--- config.mk ---
export PLATFORM = sky130hd
export DESIGN_NAME = mem_arbiter
export DESIGN_NICKNAME = d
export VERILOG_FILES = /design/src/rtl/mem_arbiter_pkg.sv /design/src/rtl/mem_arbiter.sv
export SDC_FILE = /design/constraint.sdc
export NUM_CORES = 1
export LEC_CHECK = 0
export CORE_ASPECT_RATIO = 0.9
export CORE_MARGIN = 10
export CORE_UTILIZATION = 50
export CTS_BUF_LIST = sky130_fd_sc_hd__clkbuf_4
export DETAILED_ROUTE_END_ITERATION = 8
export MAX_ROUTING_LAYER = met4
export PLACE_DENSITY_LB_ADDON = 0.2
export SYNTH_ARGS = -nofsm -noshare
export SYNTH_HDL_FRONTEND = slang
export SYNTH_SLANG_ARGS = --single-unit
--- constraint.sdc ---
create_clock -name clk -period 15.2 [get_ports clk]
set_input_delay 2.28 -clock clk [delete_from_list [all_inputs] [get_ports clk]]
set_output_delay 2.28 -clock clk [all_outputs]
set_load 0.01 [all_outputs]
--- src/rtl/mem_arbiter_pkg.sv ---
// Shared codes for the memory arbiter: controller access types, arbiter states, default line size.
package mem_arbiter_pkg;

  localparam int DEF_LINE_WORDS_LOG = 2;

  localparam logic [2:0] MC_TYPE_B = 3'b000;
  localparam logic [2:0] MC_TYPE_W = 3'b010;

  typedef enum logic [1:0] {
    ARB_IDLE    = 2'd0,
    ARB_IF_BUSY = 2'd1,
    ARB_LS_BUSY = 2'd2,
    ARB_GAP     = 2'd3
  } arb_state_t;

endpackage

--- src/rtl/mem_arbiter.sv ---
// Shares the byte-serial memory controller between IF line fills and single LS accesses.
// Fill = LINE_WORDS*(word+2) cycles, LS = access+2; requests held until done, controller stalls absorbed by holding mc_valid.
module mem_arbiter
  import mem_arbiter_pkg::*;
#(
  parameter int LINE_WORDS_LOG = DEF_LINE_WORDS_LOG
) (
  input  logic                              clk,
  input  logic                              rst,
  input  logic                              rdy,
  input  logic                              flush,
  input  logic                              if_req,
  input  logic [31:0]                       if_addr,
  output logic                              if_done,
  output logic [(32<<LINE_WORDS_LOG)-1:0]   if_line,
  input  logic                              ls_req,
  input  logic                              ls_wr,
  input  logic [31:0]                       ls_addr,
  input  logic [2:0]                        ls_type,
  input  logic [31:0]                       ls_data,
  output logic                              ls_done,
  output logic [31:0]                       ls_rdata,
  output logic                              mc_valid,
  output logic                              mc_wr,
  output logic [31:0]                       mc_addr,
  output logic [2:0]                        mc_type,
  output logic [31:0]                       mc_data,
  input  logic                              mc_ready,
  input  logic [31:0]                       mc_result
);

  localparam int OFS = LINE_WORDS_LOG + 2;

  arb_state_t                 state;
  logic                       fill_active;
  logic [LINE_WORDS_LOG-1:0]  idx;
  logic [31:OFS]              line_base;
  logic                       last_ls;
  logic                       fill_live;
  logic                       unused_addr_bits;

  // A flush in this cycle already kills the fill, so nothing may be granted or written for it.
  assign fill_live        = fill_active && !flush;
  assign unused_addr_bits = ^if_addr[OFS-1:0];

  always_ff @(posedge clk or posedge rst) begin
    if (rst) begin
      state       <= ARB_IDLE;
      fill_active <= 1'b0;
      idx         <= '0;
      line_base   <= '0;
      last_ls     <= 1'b0;
      mc_valid    <= 1'b0;
      mc_wr       <= 1'b0;
      mc_addr     <= '0;
      mc_type     <= '0;
      mc_data     <= '0;
      if_done     <= 1'b0;
      if_line     <= '0;
      ls_done     <= 1'b0;
      ls_rdata    <= '0;
    end else if (rdy) begin
      if_done <= 1'b0;
      ls_done <= 1'b0;
      unique case (state)
        ARB_IDLE: begin
          // LS wins ties, except right after an LS access while a fill is still pending.
          if (ls_req && !(last_ls && fill_live)) begin
            state    <= ARB_LS_BUSY;
            mc_valid <= 1'b1;
            mc_wr    <= ls_wr;
            mc_addr  <= ls_addr;
            mc_type  <= ls_type;
            mc_data  <= ls_data;
            last_ls  <= 1'b1;
          end else if (fill_live) begin
            state    <= ARB_IF_BUSY;
            mc_valid <= 1'b1;
            mc_wr    <= 1'b0;
            mc_addr  <= {line_base, idx, 2'b00};
            mc_type  <= MC_TYPE_W;
            mc_data  <= '0;
            last_ls  <= 1'b0;
          end else if (if_req && !flush) begin
            state       <= ARB_IF_BUSY;
            fill_active <= 1'b1;
            line_base   <= if_addr[31:OFS];
            idx         <= '0;
            mc_valid    <= 1'b1;
            mc_wr       <= 1'b0;
            mc_addr     <= {if_addr[31:OFS], {LINE_WORDS_LOG{1'b0}}, 2'b00};
            mc_type     <= MC_TYPE_W;
            mc_data     <= '0;
            last_ls     <= 1'b0;
          end
        end
        ARB_IF_BUSY: begin
          // A word already issued must run to completion; after a flush its data is dropped.
          if (mc_ready) begin
            state    <= ARB_GAP;
            mc_valid <= 1'b0;
            if (fill_live) begin
              if_line[{idx, 5'd0} +: 32] <= mc_result;
              idx <= idx + 1'b1;
              if (idx == '1) begin
                if_done     <= 1'b1;
                fill_active <= 1'b0;
              end
            end
          end
        end
        ARB_LS_BUSY: begin
          if (mc_ready) begin
            state    <= ARB_GAP;
            mc_valid <= 1'b0;
            ls_rdata <= mc_result;
            ls_done  <= 1'b1;
          end
        end
        ARB_GAP: state <= ARB_IDLE;
        default: state <= ARB_IDLE;
      endcase
      if (flush) begin
        fill_active <= 1'b0;
        idx         <= '0;
      end
    end
  end

endmodule
==> impl_results.md <==
- Status: finished clean
- Crit path capture: mc_data[14]
- Relative slew slack: 0.242
- Maxcap violations: 0
- Mapped Area: 11,100 um2
- Clock slew at reported path FFs: 0.06 ns
- Top FF cell, synth: dfrtp_1
- Library cells used by synthesis: 39
- Layout Utilization: 0.728
- Post-synth net total: 1,290
- Number of synthesized flops with an enable pin: 0
- Share of Yosys cell area claimed by the top area cell type: 0.596
- Via density: 5.08
- Final antenna-violating net count: 0
- Avg Inst Size Synth: 9.74 um2
- Routed wire length: 34.7 mm
- Final period util: 0.276
- Via count: 9,437
- CTS tree: built
- Initial core utilization: 0.511
- All-Layer GR Usage: 0.244
- RR Endpoint: mc_data[14]
- Final setup viols: 0
- CTS root buffer: clkbuf_4
- Synth async-reset ratio: 1.00
- Dpl ws: 10.33 ns
- Setup WS post-layout: 11.00 ns
- RSZ-0062 raised after global routing: false
- Number of buffers created by CTS: 71
- Nets: 1,664
- Syn-to-layout area delta: 42.4%
- Cells after Synth: 1,142
- Yosys reg bits: 265
- I/O pin count: 370
- DRT iter0 DRCs: 786
- GP Congestion: 0.818
- CTS resizes: 0
- H-tree Lvls: 3
- Area leader, netlist: dfrtp_1
- Port buffer count: 365
- Fmax achieved: 238 MHz
- R2R Path Start: fill_active
- CP Capture Type: flop
- M3 GR Usage: 0.101
- Design area: 15,800 um2
- Die area: 28,600 um2
- Reg2reg path depth: 4
- Pwr Density: 160 nW/um2
- Critical path origin: flush
- Yosys warnings: 0
- Pleak: 0.00697 uW
- Max Clock Skew: 0.0290 ns
- Hold_buf cts: 0
- Wire per inst: 18.7 um
- Ratio of cells with drive above 1 in the final layout: 0.123
- Drt pass-1 iters: 5
- Vias in the first global route: 9,671
- CP arrival: 4.67 ns
- Min Tclk post-route: 4.20 ns
- Endpoints failing hold: 0
- GR Util met1: 0.272
- Die X: 177 um
- Crit path launch type: input pin
- Largest net degree at the start of global routing: 124
- Largest fanout on the critical path: 123
- First-pass GRT wire length: 53.3 mm
- Crit path required time: 15.66 ns
- Synth area leaders: dfrtp_1 60%, nand2_1 14%, o21ai_1 4.4%, mux2_2 4.0%, o21ai_0 3.5%
- WS Path Type: input pin to flop
- Hold crit path type: flop to flop
- Post-CTS Setup Bufs: 0
- Core Area: 21,800 um2
- Max VDD drop: 0.112 mV
- Clk buf depth: 3
- DRC: 0
- DP HPWL: 24.5 mm
- Worst-Margin Slew: 1.14 ns
- Reg2reg setup slack: 12.74 ns
- Total negative slack: 0 ns
- Busiest grt layer: met2
- Clock latency on the worst-skew pair: 0.65 ns
- Met2 usage: 0.381
- Register area share after synthesis: 0.596
- Cell Area, Placed: 15,000 um2
- TritonCTS Sinks: 265
- Gr ovfl total: 0
- FP Rows: 51
- Slew Viols, Final: 0
- Die Y: 161 um
- Initial antenna violation count: 2
[routing by layer]
| metal | vias up | share of wire | wire, um |
|---|---|---|---|
| li1 | 4554 | - | - |
| met1 | 4458 | 0.39 | 13400 |
| met2 | 350 | 0.48 | 16600 |
| met3 | 75 | 0.10 | 3580 |
| met4 | 0 | 0.031 | 1080 |
| met5 | - | 0 | 0 |
[synthesized netlist by cell type (all sizes together) (5+ instances only)]
cell type  count
o31ai         29
inv           12
mux2          60
buf           38
clkbuf        40
nor2          29
o21ai        175
and3          29
dfrtp        265
nand2        421
ha             9
nand3          5
[critical path: stages]
cell             delay (ns)
clkdlybuf4s50_1        0.59
o21ba_2                0.22
o211ai_4               0.36
buf_4                  0.93
o21ai_0                0.25
[cell type report]
| type | count | area, um2 |
|---|---|---|
| antenna | 3 | 7.51 |
| clock buffer | 112 | 841 |
| clock inverter | 7 | 26.3 |
| fill | 1603 | 5920 |
| inverter | 12 | 52.6 |
| multi-input combinational | 787 | 4150 |
| sequential | 265 | 6630 |
| tap | 291 | 364 |
| timing repair buffer | 379 | 3760 |
[report_power, final]
group / total [uW] / internal, uW / switching (uW) / leakage, uW
Clock: 608 / 331 / 277 / 0.000537
Sequential: 1000 / 896 / 104 / 0.00352
Combinational: 922 / 465 / 456 / 0.00292
[layout by cell type (no fill, tap or decap), types with 14 or more instances in the layout]
cell / Yosys / routed
o31ai_1: 22 / 22
o21ai_1: 97 / 97
o21ai_0: 77 / 77
nand2_1: 421 / 420
dfrtp_1: 265 / 265
clkbuf_4: 0 / 112
nor2_1: 29 / 29
clkdlybuf4s50_1: 0 / 365
mux2_1: 20 / 20
mux2_2: 40 / 40
and3_1: 29 / 29
buf_4: 3 / 14
[metrics by stage]
stage               hold slack (ns)  power [uW]  instances
CTS                           0.479        2560       1853
finish                        0.477        2530       1856
global placement              0.459        1910       1734
detailed placement            0.465        1940       1734
floorplan                     0.464        1440       1142
global route                  0.504        2700       1855
[kinds of logic after synthesis]
family                   Yosys count  synth area share
adder cells (fa/ha/maj)            9            0.0101
buffers and inverters             90            0.0368
flip-flops                       265             0.596
multiplexers                      64            0.0643
AO/OA/AOI/OAI                    215             0.110
AND/OR/NAND/NOR                  499             0.182
[how the worst min path moves through the flow]
stage                       start             to  cells past startpoint
floorplan           line_base[10]  line_base[10]                      1
global placement      mc_addr[31]    mc_addr[31]                      2
detailed placement    mc_addr[23]    mc_addr[23]                      2
CTS                   mc_addr[23]    mc_addr[23]                      2
global route        line_base[17]  line_base[17]                      1
finish                mc_addr[23]    mc_addr[23]                      2
[sequential cells by signal, summed over array words and instances (netlist names), 2 cells and up]
signal     count
if_line      128
ls_rdata      32
mc_addr       32
mc_data       32
line_base     28
mc_type        3
idx            2
state          2
Note: power is estimated with default switching activity, not from simulation.
